### config.mk
export PLATFORM = sky130hd
export DESIGN_NAME = fifo_write_arbiter
export DESIGN_NICKNAME = d
export VERILOG_FILES = /design/src/rtl/fifo_arb_pkg.sv /design/src/rtl/rr_pick.sv /design/src/rtl/fifo_write_arbiter.sv
export SDC_FILE = /design/constraint.sdc
export NUM_CORES = 1
export LEC_CHECK = 0
export BUFFER_PORTS_ARGS = -buffer_cell sky130_fd_sc_hd__buf_2
export CAP_MARGIN = 40
export CORE_UTILIZATION = 45
export DETAILED_ROUTE_END_ITERATION = 8
export GPL_ROUTABILITY_DRIVEN = 0
export GPL_TIMING_DRIVEN = 1
export PLACE_DENSITY = 0.69
export SLEW_MARGIN = 5
export SYNTH_ARGS = -nofsm -noshare
export SYNTH_HDL_FRONTEND = slang
export SYNTH_HIERARCHICAL = 1
export SYNTH_SLANG_ARGS = --single-unit
### constraint.sdc
create_clock -name i_CLK -period 3.6 [get_ports i_CLK]
set_input_delay 0 -clock i_CLK [delete_from_list [all_inputs] [get_ports i_CLK]]
set_output_delay 0 -clock i_CLK [all_outputs]
set_load 0.02 [all_outputs]
### src/rtl/fifo_arb_pkg.sv
// fifo_arb_pkg: shared state encoding and sizing helper for fifo_write_arbiter.
package fifo_arb_pkg;
    typedef enum logic {IDLE = 1'b0, BURST = 1'b1} state_t;
    function automatic int level_width(input int id_width);
        return id_width + 3;
    endfunction
endpackage

### src/rtl/rr_pick.sv
// rr_pick: first set request bit at or above the pointer, wrapping modulo N.
module rr_pick #(
    parameter int N = 4,
    parameter int W = 2
) (
    input  logic [N-1:0] req_i,
    input  logic [W-1:0] ptr_i,
    output logic         found_o,
    output logic [W-1:0] idx_o
);
    // Descending scan so the smallest offset from the pointer wins; W-bit add wraps since N = 2**W.
    always_comb begin
        found_o = |req_i;
        idx_o = '0;
        for (int i = N - 1; i >= 0; i--)
            if (req_i[ptr_i + W'(i)]) idx_o = ptr_i + W'(i);
    end
endmodule

### src/rtl/fifo_write_arbiter.sv
// fifo_write_arbiter: round-robin burst arbiter sharing one sync FIFO write port,
// with a credit counter so it never writes into a full FIFO.
module fifo_write_arbiter
    import fifo_arb_pkg::*;
#(
    parameter int p_REQUESTERS = 4,
    parameter int p_ID_WIDTH   = 2,
    parameter int p_DATA_WIDTH = 8,
    parameter int p_FIFO_DEPTH = 3,
    parameter int p_MAX_BURST  = 4
) (
    input  logic                                 i_CLK,
    input  logic                                 i_RESET,
    input  logic [p_REQUESTERS-1:0]              i_REQUEST,
    input  logic [p_REQUESTERS*p_DATA_WIDTH-1:0] i_DATA,
    input  logic [p_REQUESTERS-1:0]              i_LAST,
    input  logic                                 i_FIFO_READ,
    output logic [p_REQUESTERS-1:0]              o_ACCEPT,
    output logic                                 o_WRITE_REQUEST,
    output logic [p_DATA_WIDTH-1:0]              o_WRITE_DATA,
    output logic [p_ID_WIDTH-1:0]                o_WRITE_ID,
    output logic                                 o_BUSY,
    output logic [p_ID_WIDTH+2:0]                o_LEVEL,
    output logic                                 o_UNDERFLOW
);
    localparam int LW = level_width(p_ID_WIDTH);

    state_t                state_q;
    logic [p_ID_WIDTH-1:0] owner_q, rr_q, pick;
    logic [7:0]            cnt_q, cnt_d;
    logic [LW-1:0]         level_q, level_d;
    logic                  found, can_write, own_req, accept, rd_hit, burst_end;

    rr_pick #(.N(p_REQUESTERS), .W(p_ID_WIDTH)) u_pick (
        .req_i   (i_REQUEST),
        .ptr_i   (rr_q),
        .found_o (found),
        .idx_o   (pick)
    );

    // Level counts at accept time, a cycle ahead of the FIFO write, so it never undercounts.
    always_comb begin
        can_write = level_q < LW'(p_FIFO_DEPTH);
        own_req = i_REQUEST[owner_q];
        accept = (state_q == BURST) && own_req && can_write;
        o_ACCEPT = accept ? (p_REQUESTERS'(1) << owner_q) : '0;
        cnt_d = cnt_q + 8'd1;
        burst_end = (state_q == BURST) && (!own_req || (accept && (i_LAST[owner_q] || cnt_d == 8'(p_MAX_BURST))));
        rd_hit = i_FIFO_READ && level_q != '0;
        level_d = level_q + LW'(accept) - LW'(rd_hit);
    end

    always_ff @(posedge i_CLK) begin
        if (i_RESET) begin
            state_q <= IDLE;
            rr_q <= '0;
            owner_q <= '0;
            cnt_q <= '0;
            level_q <= '0;
            o_WRITE_REQUEST <= 1'b0;
            o_WRITE_DATA <= '0;
            o_WRITE_ID <= '0;
            o_UNDERFLOW <= 1'b0;
        end else begin
            level_q <= level_d;
            o_WRITE_REQUEST <= accept;
            if (i_FIFO_READ && level_q == '0) o_UNDERFLOW <= 1'b1;
            if (accept) begin
                o_WRITE_DATA <= i_DATA[owner_q*p_DATA_WIDTH +: p_DATA_WIDTH];
                o_WRITE_ID <= owner_q;
                cnt_q <= cnt_d;
            end
            if (state_q == IDLE && found) begin
                state_q <= BURST;
                owner_q <= pick;
                cnt_q <= '0;
            end else if (burst_end) begin
                state_q <= IDLE;
                rr_q <= owner_q + p_ID_WIDTH'(1);
            end
        end
    end

    assign o_BUSY = state_q == BURST;
    assign o_LEVEL = level_q;
endmodule

Word-level counts from Yosys, hierarchy flattened. Cells that the tools add are included.

Flip-flop bits (word level): 30. Input port bits: 43. Output and inout port bits: 22. Logic and storage cells: 62.

Add/sub/neg operators: 7. Magnitude comparators: 6. Equal/unequal tests: 1. Shifts and indexed selects: 2. Multiplexer cells: 19. Bitwise logic cells: 2. Reductions and logical operators: 16.

Operator list (number): $shiftx 32x6->8 (1); $lt 2x3->1 const B (5); $bmux 1 s2 (6); $add 8x1->8 const B (1); $eq 8x3->1 const B (1); $mux 1 (8); $mux 2 (4); $logic_and 1x1->1 (7); $add 5x1->5 (1); $logic_not 5->1 (1); $lt 5x2->1 const B (1); $reduce_bool 5->1 (1); $sub 5x1->5 (1); $add 2x1->2 const B (2); $add 2x2->2 const B (2); $mux 4 (1); $reduce_or 4->1 (1); $shl 1x2->4 const A (1); $logic_or 1x1->1 (2); $not 1->1 (2); $reduce_and 2->1 (1); $reduce_bool 2->1 (1); $reduce_or 2->1 (1); $logic_not 1->1 (1).

Logic depth before layout (Yosys ltp).
Depth in word-level cells: 9. Depth in mapped cells: 16. Mapped depth without buffers: 14.

By module. Netlist, hierarchy kept.

By module, submodules not included: fifo_write_arbiter (instances 1, cells each 192, area an instance 1773.0 um^2, seq. area each 600.6 um^2); rr_pick (instances 1, cells each 13, area an instance 77.6 um^2, seq. area each 0.0 um^2).

Worst setup path before layout. No wires, ideal clock.

Path kind: register to register. Start point: register owner_q[0]. End point: register level_q[4] (netlist: o_LEVEL[4]). Library setup time: 0.128 ns. Data arrival time: 2.686 ns. Required time: 3.472 ns. Slack: 0.787 ns. Cell stages (with the launch flop): 15. Buffers on the path: 2. Period minus slack after synthesis: 2.813 ns. Cell sequence: dfxtp_1 mux4_2 and3_1 buf_6 clkinv_4 buf_2 ha_1 inv_1 ha_1 fa_1 a21oi_1 nor2_1 nor2_1 xnor2_1 nor2_1.

Longest elaborated chain between the ends: 6.

RTL lines: start, declared (RTL line fifo_write_arbiter.sv:29) `logic [p_ID_WIDTH-1:0] owner_q, rr_q, pick;`; start signal, assigned (RTL line fifo_write_arbiter.sv:75) `owner_q <= pick;`; $bmux 1 s2 (RTL line fifo_write_arbiter.sv:44) `own_req = i_REQUEST[owner_q];`; $mux 1 (not written as such) (RTL line fifo_write_arbiter.sv:44); $logic_and 1x1->1 (2 in series) (RTL line fifo_write_arbiter.sv:45) `accept = (state_q == BURST) && own_req && can_write;`; $add 5x1->5 (RTL line fifo_write_arbiter.sv:50) `level_d = level_q + LW'(accept) - LW'(rd_hit);`; $sub 5x1->5 (RTL line fifo_write_arbiter.sv:50); end signal, assigned (RTL line fifo_write_arbiter.sv:65) `level_q <= level_d;`; end, declared (RTL line fifo_write_arbiter.sv:31) `logic [LW-1:0] level_q, level_d;`.

Every way passes these cells. The select of a mux whose other input is x is not followed. A chain may end at the register's enable or synchronous reset.

Final worst setup path.
Start point: register level_q[2] (netlist: o_LEVEL[2]). End point: register level_q[4] (netlist: o_LEVEL[4]).

Longest elaborated chain between the ends: 4. Elaborated cells on any way between the ends: 6. Those cells by class: add/sub: 2; order compare: 1; reduce/logical: 3.

RTL lines: $lt 5x2->1 (RTL line fifo_write_arbiter.sv:43) `can_write = level_q < LW'(p_FIFO_DEPTH);`; $logic_and 1x1->1 (RTL line fifo_write_arbiter.sv:45); $add 5x1->5 (RTL line fifo_write_arbiter.sv:50); $sub 5x1->5 (*) (RTL line fifo_write_arbiter.sv:50).

Mark *: on every way between the ends. The rest lies on a longest branch, timed or not.

==> results by group <==
Global routing
  – Vias in the first global route: 1526
  – Initial antenna violation count: 0
  – Met3 GRT Util: 4.828%
  – GRT Resource Usage Total: 20.80%
  – Most Crowded Layer GR: met2
  – First-pass GRT wire length: 6.713 mm
  – Met2 GRT Util: 37.37%
  – GRT overflow: 0
  – Largest net degree at the start of global routing: 26
  – GR Util met1: 23.28%

Yosys
  – Ys flop type: dfxtp_1
  – Synth Register Bits: 30
  – Mapped cell area: about 1900 um^2
  – Avg Inst Size Synth: 9.027 um^2
  – Mapped Cells: 205
  – Async set-reset flop share out of synthesis: 0%
  – Area leader, netlist: dfxtp_1
  – Post-synth EDFFs: 0
  – Netlist cell types: 41
  – Count leader, synth: dfxtp_1
  – Mapped Nets: approximately 260
  – Seq/Total Area, Yosys: 32.45%
  – Synth top area cells: dfxtp_1 32%, mux4_2 12%, ha_1 8.8%, nand2_1 5.5%, a21oi_1 4.9%
  – Top-area cell type share of the netlist area: 32.45%
  – Synth warn: 6
  – Top cells by count, synth: 30 x dfxtp_1, 27 x nand2_1, 24 x nor2_1, 18 x a21oi_1, 13 x ha_1

Worst setup path
  – Worst R2R End: o_LEVEL[4]
  – CP Cell Sequence: inv_1 -> ha_1 -> nand2_1 -> and3_1 -> clkinv_4 -> ha_1 -> inv_1 -> ha_1 -> fa_1 -> a21oi_1 -> nor2_1 -> nor2_1 -> xnor2_1 -> nor2_1
  – R2R Path Start: o_LEVEL[2]
  – Crit Path Class: reg -> reg
  – Slowest-stage cell, CP: fa_1
  – Kind of end point of the critical path: register
  – Reg2reg path depth: 14
  – CP max stage delay: 410 ps
  – Worst Path Arrival: 2860 ps
  – Reg2reg setup slack: 900 ps
  – Worst EP required: 3760 ps
  – Crit-path max FO: 14
  – CP Capture Point: o_LEVEL[4]
  – Worst setup SP type: register
  – CP startpoint: o_LEVEL[2]

Clock tree
  – Clock buffer depth: 2
  – Clock Sinks: 30
  – CTS tree: yes
  – Clock root buffer: clkbuf_8
  – Clk Latency, worst-skew pair: 280 ps
  – Worst-path clk slew: 70 ps
  – Setup bufs post-CTS: 0
  – H-tree Lvls: 2
  – CTS buffer count: 5

Flow run
  – Maxcap violations: 0

Timing
  – Setup tns final: 0 ps
  – Fmax: 370.4 MHz
  – Setup slack after layout: 900.2 ps
  – Crit share post-route: about 75%
  – Worst-Margin Slew: between 400 and 500 ps
  – Final Slew Violations: 0
  – Final min period: 2700 ps
  – Post-Route Skew: 6.457 ps
  – Final hold vios: 0
  – Final setup fails: 0
  – Rel. slew slack: 72.39%
  – RSZ-0062 raised after global routing: no

Run status
  – Status: finished clean

Floorplan
  – Initial Util: between 40% and 50%
  – Row count: 22
  – Die H: 66.13 um
  – Die width: 66.13 um
  – Die Area: 4373 um^2
  – Top Ports: 65
  – Core ar.: 3799 um^2

Power and ir drop
  – Leakage: ~1.1 nW
  – Pwr/cell area: 531.6 nW/um^2
  – Final Power: between 1 and 1.5 mW
  – Max IR drop VDD: approximately 260 uV

Placement
  – Placed cell area: around 2200 um^2
  – Place WS: 915.7 ps
  – Hpwl dp: approximately 3.0 mm
  – Port-buffer cells: 64

Routing
  – Initial DRC Count: 47
  – Vias per std cell: 5.198
  – Total Wirelength: roughly 4.0 mm
  – DRC: 0
  – Vias: 1653
  – Pre-antenna DRT Iters: 4
  – WL/cell: 12.55 um
  – Post-route ant nets: 0

Final layout
  – Diodes inserted: 0
  – Area grow syn2layout: 25.42%
  – FILL cells: 342
  – Layout cells sized above 1: 34.07%
  – Area of the multi-input gates: 1160 um^2
  – Layout Nets: 326
  – Design Area, Final: 2321 um^2
  – FF/Latch Area: 600.6 um^2

Worst hold path
  – Hold Startpoint: i_REQUEST[0]
  – Worst Hold Class: in -> reg
## placed cells by master (no fill, tap or decap), drive strengths merged, types with 2 or more instances in the layout
master,instances
a211oi,2
a21oi,18
a32oi,2
and2,5
and3,4
buf,67
clkbuf,5
clkinv,3
dfxtp,30
ha,13
inv,8
mux2i,2
mux4,10
nand2,27
nand2b,4
nand3,8
nand4,2
nor2,25
nor2b,7
xnor2,4
xor2,7
## sequential cells by signal (all words and copies together) (netlist names)
register         count
o_WRITE_REQUEST      1
owner_q              2
o_WRITE_ID           2
o_LEVEL              5
o_BUSY               1
rr_q                 2
cnt_q                8
o_UNDERFLOW          1
o_WRITE_DATA         8
## layer usage
| metal | part of all wire (%) | vias up |
|---|---|---|
| met5 | 0 | - |
| met4 | 1.7 | 0 |
| met3 | 5.5 | 7 |
| met2 | 49 | 59 |
| met1 | 44 | 759 |
| li1 | - | 828 |
## cell families (layout without fill, tap and decap cells)
group | after synthesis | in the layout | share of synthesized area, %
AOI/OAI and AO/OA | 28 | 28 | 10.14
xor gates and xnor gates | 11 | 11 | 5.206
adders and majority gates | 14 | 14 | 9.872
buffers and inverters | 20 | 85 | 4.868
DFF | 30 | 30 | 32.45
muxes | 13 | 13 | 13.86
and+or+nand+nor | 89 | 89 | 23.60
## through the flow
stage | utilization, % | hold WS, ps | std cells
after global placement | 57.97 | 247.7 | 309
after CTS | 61.10 | 106.8 | 318
after global routing | 61.10 | 165.1 | 318
after detailed placement | 57.97 | 246.9 | 309
after floorplan | - | 140.7 | 205
final | 61.10 | 112.1 | 318
## repair_timing
item	CTS	global route
hold endpoints to repair	1	0
hold buffers	1	0
gates resized for setup	0	0
endpoints found under the setup margin	0	0
## worst max-delay path: cells and delay by family (launching register included)
family,cells,cell delay [ps]
buffers and inverters,3,250
xor gates and xnor gates,1,140
and+or+nand+nor,5,540
adders and majority gates,4,1120
DFF,1,370
AOI/OAI and AO/OA,1,150
## worst min path at each step
stage	to	slack, ps	cells after the start
4_1_cts	owner_q[0]	110	4
3_5_place_dp	o_UNDERFLOW	250	3
3_3_place_gp	o_UNDERFLOW	250	3
2_1_floorplan	o_UNDERFLOW	140	2
6_report	owner_q[0]	110	4
5_1_grt	o_LEVEL[4]	170	2
## cell type report
cell class	count	share of cell area [%]
Clock buffer	5	2.965
Clock inverter	3	1.725
Inverter	9	1.671
Multi-Input combinational cell	155	49.97
Sequential cell	30	25.88
Tap cell	48	2.588
Timing Repair Buffer	68	15.20
## power breakdown
part,switching [mW],internal (mW)
clock,0.129,0.203
sequential,0.0345,0.378
combinational,0.267,0.222
Power figures use the tool's default switching activity.
